`src/rtl/pid_input_arbiter.sv`:
```
// Round-robin input arbiter in front of the single-issue PID pipeline.
// Each source has a one-deep holding register. Held samples are issued one at a
// time as (dv, src, data) beats, spaced at least ISSUE_GAP cycles apart.
module pid_input_arbiter #(
    parameter int N_SRC     = 8,
    parameter int W_SRC     = 5,
    parameter int W_DATA    = 18,
    parameter int ISSUE_GAP = 1
) (
    input  logic                      clk_in,
    input  logic                      rst_in,
    input  logic [N_SRC-1:0]          dv_in,
    input  logic [N_SRC*W_DATA-1:0]   data_in,
    input  logic                      ovf_clr,
    output logic                      dv_out,
    output logic [W_SRC-1:0]          src_out,
    output logic signed [W_DATA-1:0]  data_out,
    output logic [N_SRC-1:0]          pending_out,
    output logic [N_SRC-1:0]          ovf_out
);

    localparam int W_IDX = (N_SRC > 1) ? $clog2(N_SRC) : 1;
    localparam int W_GAP = (ISSUE_GAP > 1) ? $clog2(ISSUE_GAP) : 1;
    localparam logic [W_GAP-1:0] GAP_LOAD = W_GAP'(ISSUE_GAP - 1);
    localparam logic [W_IDX-1:0] LAST_IDX = W_IDX'(N_SRC - 1);

    logic [W_DATA-1:0] hold_reg [N_SRC];
    logic [N_SRC-1:0]  pend_reg;
    logic [N_SRC-1:0]  ovf_reg;
    logic [W_IDX-1:0]  rr_ptr_reg;
    logic [W_IDX-1:0]  rr_ptr_next;
    logic [W_GAP-1:0]  gap_cnt_reg;

    logic              grant_found;
    logic [W_IDX-1:0]  grant_idx;
    logic              grant_fire;
    logic [W_IDX:0]    cand;

    // Rotating priority scan: first pending source at or after rr_ptr, wrapping.
    always_comb begin
        grant_found = 1'b0;
        grant_idx   = '0;
        cand        = '0;
        for (int off = 0; off < N_SRC; off++) begin
            cand = {1'b0, rr_ptr_reg} + (W_IDX+1)'(off);
            if (cand >= (W_IDX+1)'(N_SRC)) begin
                cand = cand - (W_IDX+1)'(N_SRC);
            end
            if (!grant_found && pend_reg[cand[W_IDX-1:0]]) begin
                grant_found = 1'b1;
                grant_idx   = cand[W_IDX-1:0];
            end
        end
    end

    // A grant happens only when the issue gap has elapsed.
    assign grant_fire  = grant_found && (gap_cnt_reg == '0);
    assign rr_ptr_next = (grant_idx == LAST_IDX) ? '0 : grant_idx + 1'b1;

    genvar gi;
    generate
        for (gi = 0; gi < N_SRC; gi++) begin : g_src
            logic granted_here;
            logic ovf_event;

            assign granted_here = grant_fire && (grant_idx == W_IDX'(gi));
            // Overwriting a held sample that is not leaving this cycle loses it.
            assign ovf_event    = dv_in[gi] && pend_reg[gi] && !granted_here;

            // Holding register: a new strobe always loads; the grant reads the old value.
            always_ff @(posedge clk_in or posedge rst_in) begin
                if (rst_in) begin
                    hold_reg[gi] <= '0;
                end else if (dv_in[gi]) begin
                    hold_reg[gi] <= data_in[gi*W_DATA +: W_DATA];
                end
            end

            // Pending flag: set by arrival (wins over grant), cleared by grant.
            always_ff @(posedge clk_in or posedge rst_in) begin
                if (rst_in) begin
                    pend_reg[gi] <= 1'b0;
                end else if (dv_in[gi]) begin
                    pend_reg[gi] <= 1'b1;
                end else if (granted_here) begin
                    pend_reg[gi] <= 1'b0;
                end
            end

            // Sticky overflow flag: a same-cycle overflow beats the clear.
            always_ff @(posedge clk_in or posedge rst_in) begin
                if (rst_in) begin
                    ovf_reg[gi] <= 1'b0;
                end else if (ovf_event) begin
                    ovf_reg[gi] <= 1'b1;
                end else if (ovf_clr) begin
                    ovf_reg[gi] <= 1'b0;
                end
            end
        end
    endgenerate

    // Round-robin pointer advances past the granted source.
    always_ff @(posedge clk_in or posedge rst_in) begin
        if (rst_in) begin
            rr_ptr_reg <= '0;
        end else if (grant_fire) begin
            rr_ptr_reg <= rr_ptr_next;
        end
    end

    // Issue gap counter: reloaded on grant, counts down to zero otherwise.
    always_ff @(posedge clk_in or posedge rst_in) begin
        if (rst_in) begin
            gap_cnt_reg <= '0;
        end else if (grant_fire) begin
            gap_cnt_reg <= GAP_LOAD;
        end else if (gap_cnt_reg != '0) begin
            gap_cnt_reg <= gap_cnt_reg - 1'b1;
        end
    end

    // Registered issue beat; src/data keep their last values between beats.
    always_ff @(posedge clk_in or posedge rst_in) begin
        if (rst_in) begin
            dv_out   <= 1'b0;
            src_out  <= '0;
            data_out <= '0;
        end else begin
            dv_out <= grant_fire;
            if (grant_fire) begin
                src_out  <= W_SRC'(grant_idx);
                data_out <= hold_reg[grant_idx];
            end
        end
    end

    assign pending_out = pend_reg;
    assign ovf_out     = ovf_reg;

endmodule

```
`config.mk`:
```
export PLATFORM = sky130hd
export DESIGN_NAME = pid_input_arbiter
export DESIGN_NICKNAME = d
export VERILOG_FILES = /design/src/rtl/pid_input_arbiter.sv
export SDC_FILE = /design/constraint.sdc
export NUM_CORES = 1
export LEC_CHECK = 0
export CAP_MARGIN = 0
export CORE_ASPECT_RATIO = 0.6
export CORE_MARGIN = 2
export CORE_UTILIZATION = 55
export DETAILED_ROUTE_END_ITERATION = 8
export PLACE_DENSITY_LB_ADDON = 0.08
export SYNTH_ARGS = -nofsm -noshare
export SYNTH_HDL_FRONTEND = slang
export SYNTH_SLANG_ARGS = --single-unit
```
`constraint.sdc`:
```
create_clock -name clk_in -period 19 [get_ports clk_in]
set_input_delay 5.7 -clock clk_in [delete_from_list [all_inputs] [get_ports clk_in]]
set_output_delay 5.7 -clock clk_in [all_outputs]
set_load 0.03 [all_outputs]
```
======== After elaboration in Yosys (flattened, before gate mapping) ========
Index checks and enable logic that the tools add are counted.
word-level totals
  bits in registers ....................... 186
  input port bits ......................... 155
cells by class
  $add $sub $neg .......................... 17
  magnitude comparators ................... 17
  equality and inequality tests ........... 7
  multiplexer cells ....................... 71
  bitwise logic cells ..................... 2
  reductions and logical operators ........ 64
operators by type and width
  kind                   number
  $bmux W18 S3           1
  $mux W3                17
  $mux W1                43
  $mux W18               2
  $ge A4 B4 Y1 const B   8
  $logic_and A1 B1 Y1    32
  $lt A3 B4 Y1 const B   8
  $reduce_bool A2 Y1     16
  $bmux W1 S3            8
  $sub A3 B1 Y3 const B  8
  $add A3 B3 Y4 const B  4
  $logic_not A1 Y1       15
  $eq A3 B3 Y1 const B   4
  $add A3 B2 Y4 const B  2
  $eq A3 B2 Y1 const B   2
  $add A3 B1 Y4 const B  1
  $ge A3 B4 Y1 const B   1
  $not A3 Y4             1
  $add A3 B1 Y3 const B  1
  $eq A3 B1 Y1 const B   1
  $logic_not A3 Y1       1
  $not A1 Y1             1
  $sub A1 B1 Y1 const B  1

======== Longest topological paths before layout ========
  depth in word-level cells ............... 31
  gate-level depth with buffers ........... 19
  depth with buffers taken out ............ 14

======== Worst setup path before layout ========
No wires, ideal clock.
  path kind ............................... input -> register
  from .................................... input dv_in[5]
  to ...................................... register hold_reg[36] (netlist bit)
  arrival time ............................ 6.740 ns
  data required time ...................... 18.875 ns
  setup slack ............................. 12.135 ns
  stages on the path ...................... 3
  path buffers ............................ 2
  cells stage by stage .................... clkbuf_1 > buf_1 > mux2_2
RTL lines
  item                             RTL line  text
  from (decl)                      12        input logic [N_SRC-1:0] dv_in,
  to (signal, indexed assignment)  75        hold_reg[gi] <= data_in[gi*W_DATA +: W_DATA];
  to (decl)                        27        logic [W_DATA-1:0] hold_reg [N_SRC];
No word-level cell between the ends.

======== Worst setup path after layout ========
  from .................................... register pend_reg[4] (netlist: pending_out[4])
  to ...................................... output pending_out[4]
RTL lines
  item                               RTL line  text
  from (decl)                        28        logic [N_SRC-1:0] pend_reg;
  from (signal, indexed assignment)  82        pend_reg[gi] <= 1'b0;
  from (signal, indexed assignment)  84        pend_reg[gi] <= 1'b1;
  from (signal, indexed assignment)  86        pend_reg[gi] <= 1'b0;
  to (decl)                          18        output logic [N_SRC-1:0] pending_out,
No word-level cell between the ends.

==> out/metrics.yaml <==
gr-usage-all-layers_pct: 29.22
crit_required_ns: 13.30
final_common_cell: "clkdlybuf4s50_1"
initial_core_util_pct: 55.84
worst_pin_slew_ns: 1.156
clk_root_buffer_cell: "clkbuf_16"
synthArstFlopShare_pct: 100.0
dr.pass1.iters: 7
slowest_stage: "clkdlybuf4s50_1"
yosys_warnings: 0
drtAntennaViolNets: 0
wl_mm: 24.94
cp_max_fo: 9
crit_family: "buffers and inverters"
insertion_delay_ns: 0.42
ys_seq_elements: 185
gp_congestion: 0.9644
postCtsHoldBufs: 0
htreeDepth: 4
tns_ns: 0
cts_resized: 0
hold_start: "ovf_out[4]"
crit_type: "flip-flop to output port"
drc_errors: 0
whs_ns: 0.4864
finalSetupViolations: 0
r2r_start: "rr_ptr_reg[0]"
status: "finished clean"
vias_per_cell: 5.919
peakVddDrop_mv: 0.08628
synthCells: 765
reg2reg_to: "data_out[1]"
hold_viol: 0
worst_hold_path.num_cells: 1
ioPinCount: 195
grt_max_degree: 107
drive_gt1_share_pct: 22.08
layout_common_cells: "clkdlybuf4s50_1, dfrtp_1, mux2_2"
cts_buffers: 17
fin_nets: 1092
synth_edf_count: 0
grt_overflow: 0
path_cells: "clkdlybuf4s50_1"
final_core_util_pct: 71.79
finalCritPeriodShare_pct: 39.20
fin_crit_ns: 7.448
drt_first_iter_violations: 640
rsz0062_at_grt: "false"
synth_top_area_cell: "dfrtp_1"
grt_pass1_wl_mm: 38.26
max_cap_violations: 0
cpPeakStageDelay_ns: 0.75
ys.flop_type: "dfrtp_1"
fin_skew_ns: 0.01014
power.total_mw: 1.936
die_y_um: 103.1
clkTransAtPathRegs_ns: 0.06
clock_path_buffers: 2
hp-class: "flip-flop to flip-flop"
worstPathArrival_ns: 1.75
synth.area.top_cells: "dfrtp_1, mux2_2, nand2_1, mux2i_1, a21oi_1"
cts_sinks: 185
wire_per_inst_um: 21.63
nFillCells: 1108
yosysUniqueCellTypes: 53
cellPowerDensity_nw_per_um2: 167.3
max_clock_freq_mhz: 134.3
post-synth-top-area-fraction_pct: 51.41
die-area_um2: 17450
leakage_nw: 4.899
routed-via-count: 6825
ys_seq_area_share_pct: 51.41
area_growth_pct: 28.55
startpoint_type: "flip-flop"
hpwl_mm: 17.13
grt_antenna_before_repair: 1
die_width_um: 169.2
fp.coreArea_um2: 16130
port_buffers: 192
syn_area_um2: 9005
cts_tree: "yes"
whs_endpoint: "ovf_out[4]"
post-cts-setup-buffer-count: 0
avgSynthCellArea_um2: 11.77
slew_headroom_pct: 22.79
r2r_slack_ns: 13.14
largest_register_ffs: 144
path_buf_inv: 1
setup.worst_path.end_class: "output port"
grt_pass1_vias: 6613
rows: 36
slew_viol_final: 0
r2r_cells: 13
## metal layers
metal | part of all wire, % | vias to the layer above | global-route usage, %
li1 | - | 3046 | -
met1 | 47 | 3436 | 44.59
met2 | 43 | 318 | 42.89
met3 | 8.7 | 25 | 6.987
met4 | 0.99 | 0 | 5.851
met5 | 0 | - | 0
## logic make-up after synthesis
kind of cell               share of synthesized area [%]
AOI/OAI and AO/OA                                  9.504
xor gates and xnor gates                          0.4725
adders and majority gates                         0.8337
buffers and inverters                              3.793
DFF                                                51.41
muxes                                              25.04
other                                            0.04164
and+or+nand+nor                                    8.907
## layout make-up
class	count	area (µm²)	area share (%)
tap	209	261.5	2.259
inverter	17	71.32	0.6161
multi-input combinational	512	4046	34.95
clock inverter	12	166.4	1.438
sequential	185	4629	39.99
clock buffer	18	429.2	3.707
antenna	2	5.005	0.04323
timing repair buffer	198	1967	16.99
## Yosys cell counts (all sizes together) (3+ instances only)
library cell	number
a211o	6
a21boi	5
a21oi	51
a221o	12
a22o	4
and3	3
buf	31
clkbuf	21
dfrtp	185
ha	6
inv	17
mux2	147
mux2i	37
mux4	10
nand2	117
nand3	26
nand3b	12
nor2	11
o21a	13
o21ai	12
o22ai	4
o2bb2ai	5
or2	5
## how the worst max path moves through the flow
stage | start | end | slack (ns) | cells past startpoint
finish | pending_out[4] | pending_out[4] | 11.55 | 1
global route | rst_in | hold_reg[31] | 11.39 | 3
CTS | pending_out[4] | pending_out[4] | 11.56 | 1
detailed placement | rst_in | hold_reg[10] | 11.17 | 3
global placement | rst_in | hold_reg[19] | 11.22 | 3
floorplan | rst_in | data_out[0] | 8.27 | 1
## report_power, final
part	total (mW)	leakage, nW	internal [mW]	switching, mW
Clock	0.365	0.290	0.209	0.156
Sequential	0.546	2.15	0.471	0.0752
Combinational	1.03	2.46	0.412	0.613
Total	1.94	4.90	1.09	0.845
## metrics by stage
step	std cells	worst slack (ns)	cell area (µm²)
floorplan	766	8.271	9009
global placement	1121	11.22	10980
detailed placement	1121	11.17	10980
CTS	1151	11.56	11570
global route	1151	11.39	11570
finish	1153	11.55	11580
(Power assumes the default switching activity.)
